<file path="src/rtl/alu_pkg.sv">
// Shared opcode encodings, FSM state and flag bundle for the sequential ALU.
package alu_pkg;
  localparam logic [2:0] CLS_ARITH = 3'd0;
  localparam logic [2:0] CLS_LOGIC = 3'd1;
  localparam logic [2:0] CLS_SHIFT = 3'd2;
  localparam logic [2:0] CLS_CMP   = 3'd3;
  localparam logic [2:0] CLS_MUL   = 3'd4;

  localparam logic [2:0] F_ADD   = 3'd0;
  localparam logic [2:0] F_SUB   = 3'd1;
  localparam logic [2:0] F_AND   = 3'd0;
  localparam logic [2:0] F_OR    = 3'd1;
  localparam logic [2:0] F_XOR   = 3'd2;
  localparam logic [2:0] F_NOR   = 3'd3;
  localparam logic [2:0] F_NOT   = 3'd4;
  localparam logic [2:0] F_SLL   = 3'd0;
  localparam logic [2:0] F_SRL   = 3'd1;
  localparam logic [2:0] F_SRA   = 3'd2;
  localparam logic [2:0] F_SLT   = 3'd0;
  localparam logic [2:0] F_SLTU  = 3'd1;
  localparam logic [2:0] F_SEQ   = 3'd2;
  localparam logic [2:0] F_MUL   = 3'd0;
  localparam logic [2:0] F_MULHU = 3'd1;

  typedef enum logic {IDLE, MUL} state_t;

  typedef struct packed {
    logic zero;
    logic carry;
    logic overflow;
    logic illegal;
  } flags_t;
endpackage

</file>
<file path="src/rtl/alu_mul_iter.sv">
// Iterative shift-add multiplier: one partial product per clock, WIDTH steps.
module alu_mul_iter #(
  parameter int WIDTH = 32
) (
  input  logic               clk,
  input  logic               rst_n,
  input  logic               start,
  input  logic [WIDTH-1:0]   a,
  input  logic [WIDTH-1:0]   b,
  output logic               busy,
  output logic               done,
  output logic [2*WIDTH-1:0] product
);
  localparam int SHW = $clog2(WIDTH);

  logic [2*WIDTH-1:0] acc, mcand;
  logic [WIDTH-1:0]   mplier;
  logic [SHW-1:0]     cnt;

  // product already includes the current step, so it is final when done is high
  assign product = acc + (mplier[0] ? mcand : '0);
  assign done    = busy && (cnt == SHW'(WIDTH-1));

  always_ff @(posedge clk) begin
    if (!rst_n) begin
      busy   <= 1'b0;
      acc    <= '0;
      mcand  <= '0;
      mplier <= '0;
      cnt    <= '0;
    end else if (start) begin
      busy   <= 1'b1;
      acc    <= '0;
      mcand  <= {{WIDTH{1'b0}}, a};
      mplier <= b;
      cnt    <= '0;
    end else if (busy) begin
      acc    <= product;
      mcand  <= mcand << 1;
      mplier <= mplier >> 1;
      cnt    <= cnt + 1'b1;
      if (done) busy <= 1'b0;
    end
  end
endmodule

</file>
<file path="src/rtl/alu_seq.sv">
// Registered ALU with valid/ready on both sides; single-cycle ops plus an
// iterative multiplier sequenced by a two-state FSM.
module alu_seq
  import alu_pkg::*;
#(
  parameter int WIDTH = 32
) (
  input  logic             clk,
  input  logic             rst_n,
  input  logic             in_valid,
  output logic             in_ready,
  input  logic [7:0]       opcode,
  input  logic [WIDTH-1:0] a,
  input  logic [WIDTH-1:0] b,
  output logic             out_valid,
  input  logic             out_ready,
  output logic [WIDTH-1:0] result,
  output logic             zero,
  output logic             carry,
  output logic             overflow,
  output logic             illegal
);
  localparam int SHW = $clog2(WIDTH);

  state_t             state;
  logic [2:0]         cls, fn;
  logic               accept, is_mul, mul_hi, mul_busy, mul_done;
  logic [2*WIDTH-1:0] mul_prod;
  logic [WIDTH-1:0]   mul_res, bx, sc_res;
  logic [WIDTH:0]     sum;
  logic [SHW-1:0]     shamt;
  logic               add_ovf;
  flags_t             sc_fl;
  logic               unused_bits;

  assign cls         = opcode[5:3];
  assign fn          = opcode[2:0];
  assign unused_bits = ^{opcode[7:6], mul_busy};
  assign shamt       = b[SHW-1:0];

  assign in_ready = (state == IDLE) && (!out_valid || out_ready);
  assign accept   = in_valid && in_ready;
  assign is_mul   = (cls == CLS_MUL) && (fn == F_MUL || fn == F_MULHU);

  // SUB reuses the adder as a + ~b + 1
  assign bx      = fn[0] ? ~b : b;
  assign sum     = {1'b0, a} + {1'b0, bx} + {{WIDTH{1'b0}}, fn[0]};
  assign add_ovf = (a[WIDTH-1] == bx[WIDTH-1]) && (sum[WIDTH-1] != a[WIDTH-1]);

  always_comb begin
    sc_res = '0;
    sc_fl  = '0;
    case (cls)
      CLS_ARITH:
        if (fn == F_ADD || fn == F_SUB) begin
          sc_res         = sum[WIDTH-1:0];
          sc_fl.carry    = sum[WIDTH];
          sc_fl.overflow = add_ovf;
        end else sc_fl.illegal = 1'b1;
      CLS_LOGIC:
        case (fn)
          F_AND:   sc_res = a & b;
          F_OR:    sc_res = a | b;
          F_XOR:   sc_res = a ^ b;
          F_NOR:   sc_res = ~(a | b);
          F_NOT:   sc_res = ~a;
          default: sc_fl.illegal = 1'b1;
        endcase
      CLS_SHIFT:
        case (fn)
          F_SLL:   sc_res = a << shamt;
          F_SRL:   sc_res = a >> shamt;
          F_SRA:   sc_res = $unsigned($signed(a) >>> shamt);
          default: sc_fl.illegal = 1'b1;
        endcase
      CLS_CMP:
        case (fn)
          F_SLT:   sc_res = {{(WIDTH-1){1'b0}}, $signed(a) < $signed(b)};
          F_SLTU:  sc_res = {{(WIDTH-1){1'b0}}, a < b};
          F_SEQ:   sc_res = {{(WIDTH-1){1'b0}}, a == b};
          default: sc_fl.illegal = 1'b1;
        endcase
      default: sc_fl.illegal = 1'b1;
    endcase
    sc_fl.zero = (sc_res == '0);
  end

  alu_mul_iter #(.WIDTH(WIDTH)) u_mul (
    .clk     (clk),
    .rst_n   (rst_n),
    .start   (accept && is_mul),
    .a       (a),
    .b       (b),
    .busy    (mul_busy),
    .done    (mul_done),
    .product (mul_prod)
  );

  assign mul_res = mul_hi ? mul_prod[2*WIDTH-1:WIDTH] : mul_prod[WIDTH-1:0];

  always_ff @(posedge clk) begin
    if (!rst_n) begin
      state     <= IDLE;
      out_valid <= 1'b0;
      result    <= '0;
      zero      <= 1'b0;
      carry     <= 1'b0;
      overflow  <= 1'b0;
      illegal   <= 1'b0;
      mul_hi    <= 1'b0;
    end else begin
      case (state)
        IDLE:
          if (accept && is_mul) begin
            state     <= MUL;
            mul_hi    <= (fn == F_MULHU);
            out_valid <= 1'b0;
          end else if (accept) begin
            result    <= sc_res;
            zero      <= sc_fl.zero;
            carry     <= sc_fl.carry;
            overflow  <= sc_fl.overflow;
            illegal   <= sc_fl.illegal;
            out_valid <= 1'b1;
          end else if (out_ready) out_valid <= 1'b0;
        MUL:
          if (mul_done) begin
            state     <= IDLE;
            result    <= mul_res;
            zero      <= (mul_res == '0);
            carry     <= 1'b0;
            overflow  <= 1'b0;
            illegal   <= 1'b0;
            out_valid <= 1'b1;
          end
        default: state <= IDLE;
      endcase
    end
  end
endmodule

</file>
<file path="config.mk">
export PLATFORM = sky130hd
export DESIGN_NAME = alu_seq
export DESIGN_NICKNAME = d
export VERILOG_FILES = /design/src/rtl/alu_pkg.sv /design/src/rtl/alu_mul_iter.sv /design/src/rtl/alu_seq.sv
export SDC_FILE = /design/constraint.sdc
export NUM_CORES = 1
export LEC_CHECK = 0
export BUFFER_PORTS_ARGS = -buffer_cell sky130_fd_sc_hd__clkbuf_2
export CAP_MARGIN = 25
export CORE_MARGIN = 2
export CORE_UTILIZATION = 36
export CTS_CLUSTER_SIZE = 24
export DETAILED_ROUTE_END_ITERATION = 6
export SYNTH_ARGS = -nofsm -noshare
export SYNTH_HDL_FRONTEND = slang
export SYNTH_SLANG_ARGS = --single-unit
</file>
<file path="constraint.sdc">
create_clock -name clk -period 7.2 [get_ports clk]
set_clock_uncertainty 0.2 [all_clocks]
set_input_delay 1.8 -clock clk [delete_from_list [all_inputs] [get_ports clk]]
set_output_delay 1.8 -clock clk [all_outputs]
set_load 0.02 [all_outputs]
</file>
==> parameters.txt, run 1 <==
Parameter                              Value

Clock tree
  Root Buffer Master ... sky130_fd_sc_hd__clkbuf_16
  Number of gates resized after cts ... 0
  Max clock buf depth ... 3
  Count of buffers added by post-CTS timing repair for setup ... 0
  Clock latency on the worst-skew pair ... 600 ps
  CTS sink count ... 205
  Clock transition time at the flip-flop clock pins of the worst setup and hold paths ... 60 ps
  Clock tree from TritonCTS ... done
  Total number of H-tree levels ... 1
  CTS hold repair buffers ... 0
  Number of buffers created by CTS ... 25

STA
  PnR worst setup slack ... 1190 ps
  Min cycle time layout ... 6010 ps
  Final hold slack ... 259 ps
  Number of slew-limit violations in the final report ... 0
  Worst rel slew slack ... 0.347
  Setup-violating endpoint count in the final report ... 0
  Hold Vio Cnt, Final ... 0
  Final TNS setup ... 0 ps
  Timing-limited maximum frequency ... 167 MHz
  Final cycle utilization of the critical path ... 0.834
  Unrepaired setup endpoints after global routing ... no
  Slew at the pin with the worst max-slew slack ... 979 ps

Routing
  Residual DRC ... 0
  Total via count in the routed design ... 22.0k
  Routed Antenna Nets ... 0
  Detail-routed via count per cell ... 5.91
  Violation count after the first detailed-routing iteration ... 2231
  Final WL ... 84.0 mm
  Pre-Repair DR Iteration Count ... 5
  Wire per inst ... 22.6 um

Worst setup path
  Setup crit end kind ... register
  Critical path's slowest cell ... sky130_fd_sc_hd__a2111oi_0
  Startpoint of the worst setup timing path ... b[0]
  Critical Path Max Stage Delay ... 490 ps
  CP bufs+invs ... 2
  Critical Path AT ... 6330 ps
  Capturing point of the worst reg2reg path ... zero$_SDFFE_PN0P_
  Critical path type ... in -> reg
  Worst reg2reg path depth ... 16
  CP required ... 7530 ps
  Critical path's top delay family ... compound AO/OA/AOI/OAI gates
  Worst reg-to-reg setup slack ... 1760 ps
  Worst setup path endpoint ... zero$_SDFFE_PN0P_
  Number of stages on the worst setup path ... 16
  Highest net fanout along the worst path ... 29
  Crit path cell chain ... buf_4, mux2i_1, inv_1, fa_1, a211oi_1, o211ai_1, a211oi_1, o21ai_0, a311o_1, a21oi_1, xnor2_1, o21ai_0, a2111oi_0, nand4_1, o31ai_1, a31o_1
  Reg-to-Reg Start ... u_mul.mplier[0]$_SDFFE_PN0P_
  Nature of the critical path startpoint ... input pin

Min path
  Hold Crit Class ... reg -> reg

Pwr
  Power density of the placed cells ... 142 mW/mm^2
  Power consumption ... 3.53 mW
  LEAKAGE ... 11.0 nW
  Worst supply voltage drop on vdd ... 0.254 mV

Die
  Die area ... 0.0647 mm^2
  Y dimension of the die ... 254 um
  Chip Width ... 254 um
  Core outline area ... 0.0618 mm^2
  # rows ... 91
  Number of placed I/O pins ... 114
  Initial core utilization ... 0.365

Global route
  Via count of the first global-routing pass ... 20.8k
  Maximum number of pins on one net before global-route repair ... 135
  Initial antenna violation count ... 1
  Residual overflow from global routing ... 0
  GR Util All Layers ... 0.251
  Global-route wire length before repair ... 126 mm

Placement
  Number of buffer cells added on primary ports ... 111
  Post-DP HPWL ... 64.0 mm
  Minimum setup slack after placement ... 744 ps
  Cell Area, Placed ... 0.0238 mm^2
  Global placement routability congestion ... 1.06

Yosys
  Cell with the most instances after synthesis ... sky130_fd_sc_hd__nand2_1
  Number of distinct library cells after synthesis ... 86
  Yosys warnings ... 0
  Leading post-synthesis cells by instance count ... sky130_fd_sc_hd__nand2_1, sky130_fd_sc_hd__nor2_1, sky130_fd_sc_hd__mux2i_1
  Fraction of the yosys area taken by sequential cells ... 0.182
  Async set-reset flop share out of synthesis ... 0
  Most frequently used flop master after synthesis ... sky130_fd_sc_hd__dfxtp_1
  Cell area after synthesis ... 0.0226 mm^2
  Biggest area consumer among synthesized cells ... sky130_fd_sc_hd__dfxtp_1
  Number of enable-type register cells in the synthesized netlist ... 0
  Synth Instances ... 2884
  Mean instance size in the synthesized netlist ... 7.83 um^2
  Top-area cell type share of the netlist area ... 0.182
  Total nets after synthesis ... 3155
  #FFs+latches synth ... 205
  Synth top area cells ... sky130_fd_sc_hd__dfxtp_1, sky130_fd_sc_hd__ha_1, sky130_fd_sc_hd__mux2i_1

Final layout
  Final Cell Area ... 0.0248 mm^2
  Layout fillers ... 6456
  Layout cell share with drive strength beyond 1 ... 0.118
  Area grow syn2layout ... 9.71%
  Number of nets in the final layout ... 3136

Run
  Count of maximum capacitance violations ... 0

Run status
  Run status ... finished, final reports clean
## metrics by stage
step | utilization | cells
finish | 0.401 | 3721
global route | 0.401 | 3720
CTS | 0.400 | 3718
detailed placement | 0.385 | 3673
global placement | 0.385 | 3673
floorplan | - | 2884
## cell type report
cell class | count | area [um^2] | share of cell area
clock buffer | 33 | 716 | 0.0289
tap | 837 | 1050 | 0.0423
timing repair buffer | 186 | 1180 | 0.0477
antenna | 1 | 2.50 | 0.000101
clock inverter | 12 | 191 | 0.00773
sequential | 205 | 4110 | 0.166
inverter | 119 | 447 | 0.0180
multi-input combinational | 2328 | 17100 | 0.689
## state kept, by name, indices dropped and copies added, names as in the netlist
name          flops
overflow          1
u_mul.mcand      64
u_mul.acc        64
mul_hi            1
illegal           1
u_mul.busy        1
state             1
result           32
out_valid         1
u_mul.mplier     32
carry             1
zero              1
u_mul.cnt         5
## metal layers
layer,routed length (um),track usage,vias to the layer above
li1,-,-,10500
met3,6590,0.0475,220
met1,36000,0.331,10400
met2,37000,0.398,918
met4,4430,0.113,0
met5,0,0,-
## report_power, final
part / switching [mW] / internal, mW / leakage (nW)
logic: 0.610 / 0.351 / 8.94
clock network: 0.565 / 0.846 / 0.440
registers: 0.0100 / 1.15 / 1.66
## worst min-delay path, cell delays in order (launching register included)
cell	delay, ps
sky130_fd_sc_hd__dfxtp_1	310
sky130_fd_sc_hd__nand2_1	50
sky130_fd_sc_hd__a21boi_0	60
## worst min path at each step
stage          cells after the start                       start                    endpoint  slack [ps]
2_1_floorplan                      2  u_mul.acc[45]$_SDFFE_PP0P_  u_mul.acc[45]$_SDFFE_PP0P_         250
3_3_place_gp                       2     result[12]$_SDFFE_PN0P_     result[12]$_SDFFE_PN0P_         260
3_5_place_dp                       2     result[19]$_SDFFE_PN0P_     result[19]$_SDFFE_PN0P_         260
4_1_cts                            2     result[19]$_SDFFE_PN0P_     result[19]$_SDFFE_PN0P_         270
5_1_grt                            2      result[4]$_SDFFE_PN0P_      result[4]$_SDFFE_PN0P_         280
6_report                           2     result[19]$_SDFFE_PN0P_     result[19]$_SDFFE_PN0P_         260
## cells in the final DEF, fill, tap and decap left out, types with 13 or more instances in the layout
cell type | Yosys | routed
sky130_fd_sc_hd__a211oi_1 | 52 | 52
sky130_fd_sc_hd__o21ai_0 | 127 | 127
sky130_fd_sc_hd__a21boi_0 | 13 | 13
sky130_fd_sc_hd__nor2b_1 | 28 | 27
sky130_fd_sc_hd__dfxtp_1 | 205 | 202
sky130_fd_sc_hd__and3_1 | 13 | 13
sky130_fd_sc_hd__nand4_1 | 37 | 37
sky130_fd_sc_hd__nor2_1 | 264 | 264
sky130_fd_sc_hd__mux4_2 | 51 | 51
sky130_fd_sc_hd__o21bai_1 | 16 | 16
sky130_fd_sc_hd__a221oi_1 | 17 | 17
sky130_fd_sc_hd__a22oi_1 | 17 | 17
sky130_fd_sc_hd__o211ai_1 | 35 | 35
sky130_fd_sc_hd__nor3_1 | 26 | 26
sky130_fd_sc_hd__mux2i_1 | 236 | 236
sky130_fd_sc_hd__o211a_1 | 74 | 74
sky130_fd_sc_hd__xor2_1 | 69 | 69
sky130_fd_sc_hd__and2_1 | 89 | 89
sky130_fd_sc_hd__or3_1 | 16 | 16
sky130_fd_sc_hd__clkbuf_16 | 0 | 25
sky130_fd_sc_hd__ha_1 | 193 | 193
sky130_fd_sc_hd__a21oi_1 | 197 | 197
sky130_fd_sc_hd__mux2_2 | 32 | 32
sky130_fd_sc_hd__clkbuf_2 | 0 | 109
sky130_fd_sc_hd__a31oi_1 | 27 | 27
sky130_fd_sc_hd__nand3_1 | 52 | 52
sky130_fd_sc_hd__nor4_1 | 14 | 14
sky130_fd_sc_hd__nand2b_1 | 29 | 29
sky130_fd_sc_hd__inv_1 | 117 | 116
sky130_fd_sc_hd__a21o_1 | 52 | 52
sky130_fd_sc_hd__o22ai_1 | 40 | 40
sky130_fd_sc_hd__xnor2_1 | 49 | 49
sky130_fd_sc_hd__nand2_1 | 278 | 277
sky130_fd_sc_hd__o31ai_1 | 16 | 16
sky130_fd_sc_hd__buf_4 | 0 | 73
## cells by family (layout without fill, tap and decap cells)
| group | after synthesis | in the layout | share of synthesized area |
|---|---|---|---|
| fa+ha+maj | 195 | 195 | 0.109 |
| xor+xnor | 118 | 118 | 0.0458 |
| buf+inv | 351 | 350 | 0.0626 |
| mux | 321 | 321 | 0.173 |
| simple gates | 890 | 890 | 0.185 |
| flops | 205 | 205 | 0.182 |
| compound gates | 804 | 804 | 0.243 |
| other cells | 0 | 1 | 0 |
Power figures use the tool's default switching activity.
==> run 2: changes to the inputs <==
--- a/config.mk
+++ b/config.mk
@@ -5,6 +5,7 @@
 export SDC_FILE = /design/constraint.sdc
 export NUM_CORES = 1
 export LEC_CHECK = 0
+export ABC_AREA = 1
 export BUFFER_PORTS_ARGS = -buffer_cell sky130_fd_sc_hd__clkbuf_2
 export CAP_MARGIN = 25
 export CORE_MARGIN = 2
==> constraint.sdc (replaced) <==
create_clock -name clk -period 5.7 [get_ports clk]
set_clock_uncertainty 0.2 [all_clocks]
set_input_delay 1.425 -clock clk [delete_from_list [all_inputs] [get_ports clk]]
set_output_delay 1.425 -clock clk [all_outputs]
set_load 0.02 [all_outputs]
==> parameters.txt, run 2 <==
Parameter                              Value

Run status
  Run status ... finished, final reports clean

Routing
  Routed Antenna Nets ... 0
  Violation count after the first detailed-routing iteration ... 2852
  Total via count in the routed design ... 28.7k
  Detail-routed via count per cell ... 5.28
  Residual DRC ... 0
  Pre-Repair DR Iteration Count ... 6
  Final WL ... 109 mm
  Wire per inst ... 20.0 um

Worst setup path
  Worst reg2reg path depth ... 22
  CP required ... 5990 ps
  Nature of the critical path startpoint ... register
  Reg-to-Reg Start ... u_mul.mplier[0]$_SDFFE_PN0P_
  Critical Path Max Stage Delay ... 860 ps
  Critical path type ... reg -> reg
  Highest net fanout along the worst path ... 38
  Setup crit end kind ... register
  Number of stages on the worst setup path ... 22
  CP bufs+invs ... 4
  Critical path's slowest cell ... sky130_fd_sc_hd__dfxtp_2
  Capturing point of the worst reg2reg path ... zero$_SDFFE_PN0P_
  Critical path's top delay family ... simple AND/OR/NAND/NOR gates
  Worst reg-to-reg setup slack ... 1280 ps
  Most numerous cell on the critical path ... sky130_fd_sc_hd__nand2_1
  Crit path cell chain ... buf_4, nand2_1, inv_1, ha_1, nand2_1, nor2_1, nand2_1, inv_1, nand2_1, nor3_1, nand2_1, nand3_1, nand3_1, nand2_1, nand2_1, nor2_1, nand2_1, nor2_1, nand3_1, nand3_1, nand2_1, inv_1
  Critical Path AT ... 4710 ps

Clock tree
  Clock latency on the worst-skew pair ... 580 ps
  Total number of H-tree levels ... 1
  CTS hold repair buffers ... 0
  Max clock buf depth ... 3
  Number of buffers created by CTS ... 24
  Root Buffer Master ... sky130_fd_sc_hd__clkbuf_16
  CTS sink count ... 205
  Count of buffers added by post-CTS timing repair for setup ... 0
  Clock transition time at the flip-flop clock pins of the worst setup and hold paths ... 70 ps
  Clock tree from TritonCTS ... done
  Number of gates resized after cts ... 0

Min path
  Startpoint of the tightest hold check path ... u_mul.mcand[22]$_SDFFE_PN0P_
  Hold-critical path endpoint ... u_mul.mcand[23]$_SDFFE_PN0P_
  Hold Crit Class ... reg -> reg
  Count of cells along the worst hold path ... 2

Pwr
  LEAKAGE ... 14.8 nW
  Sw Pwr ... 1.56 mW
  Share of total power consumed by net switching ... 0.355
  Power share of the combinational group ... 0.277
  Sequential cell fraction of total power ... 0.334
  Internal Pwr Total ... 2.83 mW
  Clock power frac ... 0.389
  Power density of the placed cells ... 163 mW/mm^2
  Worst supply voltage drop on vdd ... 0.174 mV

Final layout
  Number of nets in the final layout ... 4814
  Most frequent cells in the layout ... sky130_fd_sc_hd__nand2_1, sky130_fd_sc_hd__inv_1, sky130_fd_sc_hd__nand3_1
  Regs by FF count ... u_mul.acc (64), u_mul.mcand (64)
  Post-layout instance count excluding filler cells ... 5443
  Antenna diodes ... 0
  Area grow syn2layout ... 9.17%
  Layout cell share with drive strength beyond 1 ... 0.0640
  Final core utilization ... 0.395
  Most common cell after layout, fill and taps aside ... sky130_fd_sc_hd__nand2_1

STA
  Min cycle time layout ... 4420 ps
  Final cycle utilization of the critical path ... 0.775
  Number of slew-limit violations in the final report ... 0
  Slew at the pin with the worst max-slew slack ... 986 ps
  Timing-limited maximum frequency ... 226 MHz
  Hold Vio Cnt, Final ... 0
  Final TNS setup ... 0 ps
  Setup-violating endpoint count in the final report ... 0
  Worst rel slew slack ... 0.342
  Unrepaired setup endpoints after global routing ... no

Yosys
  Fraction of synthesized cell area in xor and xnor cells ... 0.0220
  Synth Instances ... 4521
  Fraction of the yosys area taken by sequential cells ... 0.166
  Cell area after synthesis ... 0.0247 mm^2
  Largest family of logic cells by synthesized area ... simple AND/OR/NAND/NOR gates
  Most frequently used flop master after synthesis ... sky130_fd_sc_hd__dfxtp_1
  Cell with the most instances after synthesis ... sky130_fd_sc_hd__nand2_1
  Synthesized-area fraction occupied by and/or/nand/nor cells ... 0.438
  Total nets after synthesis ... 4792
  Area fraction in compound gates after synthesis ... 0.125
  Top-area cell type share of the netlist area ... 0.256
  Number of enable-type register cells in the synthesized netlist ... 0
  Mux cell area share after synthesis ... 0
  #FFs+latches synth ... 205
  Biggest area consumer among synthesized cells ... sky130_fd_sc_hd__nand2_1
  Post-synthesis share of cell area spent on full adders, half adders and majority gates ... 0.0994
  Yosys warnings ... 0
  Leading post-synthesis cells by instance count ... sky130_fd_sc_hd__nand2_1, sky130_fd_sc_hd__inv_1, sky130_fd_sc_hd__nand3_1
  Mean instance size in the synthesized netlist ... 5.47 um^2
  Number of distinct library cells after synthesis ... 55
  Async set-reset flop share out of synthesis ... 0
  Synth top area cells ... sky130_fd_sc_hd__nand2_1, sky130_fd_sc_hd__dfxtp_1, sky130_fd_sc_hd__inv_1

Placement
  Global placement routability congestion ... 1.04
  Post-DP HPWL ... 86.6 mm
  Number of buffer cells added on primary ports ... 111
  Post-placement cell count ... 5398

Global route
  GR Util All Layers ... 0.301
  Residual overflow from global routing ... 0
  Initial antenna violation count ... 4
  Maximum number of pins on one net before global-route repair ... 163
  Global-route wire length before repair ... 162 mm
  Via count of the first global-routing pass ... 26.4k

Die
  Chip Width ... 266 um
  Core outline area ... 0.0682 mm^2
  Y dimension of the die ... 266 um
  Die area ... 0.0707 mm^2
  # rows ... 96
  Number of placed I/O pins ... 114
  Initial core utilization ... 0.362

Run
  Count of maximum capacitance violations ... 0
[run 2: worst min-delay path: stages, from the launching register on]
cell	delay [ps]
sky130_fd_sc_hd__dfxtp_1	320
sky130_fd_sc_hd__nand2_1	60
sky130_fd_sc_hd__a31oi_1	60
[run 2: how the worst max path moves through the flow]
stage	start	endpoint
2_1_floorplan	opcode[0]	zero$_SDFFE_PN0P_
3_3_place_gp	opcode[0]	zero$_SDFFE_PN0P_
3_5_place_dp	opcode[0]	zero$_SDFFE_PN0P_
4_1_cts	u_mul.mplier[0]$_SDFFE_PN0P_	zero$_SDFFE_PN0P_
5_1_grt	u_mul.mplier[0]$_SDFFE_PN0P_	zero$_SDFFE_PN0P_
6_report	u_mul.mplier[0]$_SDFFE_PN0P_	zero$_SDFFE_PN0P_
[run 2: metal layers]
layer	vias up	track usage	routed length (um)
met1	13100	0.394	47400
li1	14400	-	-
met2	1062	0.485	47700
met3	212	0.0319	6720
met4	8	0.165	6800
met5	-	0	58
[run 2: cell type report]
cell class | count | area [um^2]
clock inverter | 11 | 174
sequential | 205 | 4110
timing repair buffer | 173 | 1110
tap | 882 | 1100
fill | 7894 | 41300
inverter | 762 | 2870
clock buffer | 33 | 684
multi-input combinational | 3377 | 16900
[run 2: kinds of logic after synthesis]
family / count (synthesis)
xor gates and xnor gates: 62
and+or+nand+nor: 2603
AOI/OAI and AO/OA: 517
adders and majority gates: 195
DFF: 205
buffers and inverters: 939
[run 2: power by group through the flow]
stage          combinational [mW]  sequential, mW  clock, mW
2_1_floorplan               0.767            1.50          0
3_3_place_gp                 1.19            1.50          0
3_5_place_dp                 1.19            1.50          0
4_1_cts                      1.19            1.47       1.74
5_1_grt                      1.34            1.47       1.79
6_report                     1.22            1.47       1.71
[run 2: through the flow]
stage               setup WS [ps]  power (mW)  cell area (um^2)  hold slack (ps)
finish                       1280        4.39             27000              255
global route                  892        4.59             27000              282
CTS                          1330        4.39             27000              264
detailed placement            921        2.68             26100              255
global placement              952        2.68             26100              251
floorplan                    1560        2.27             24700              241
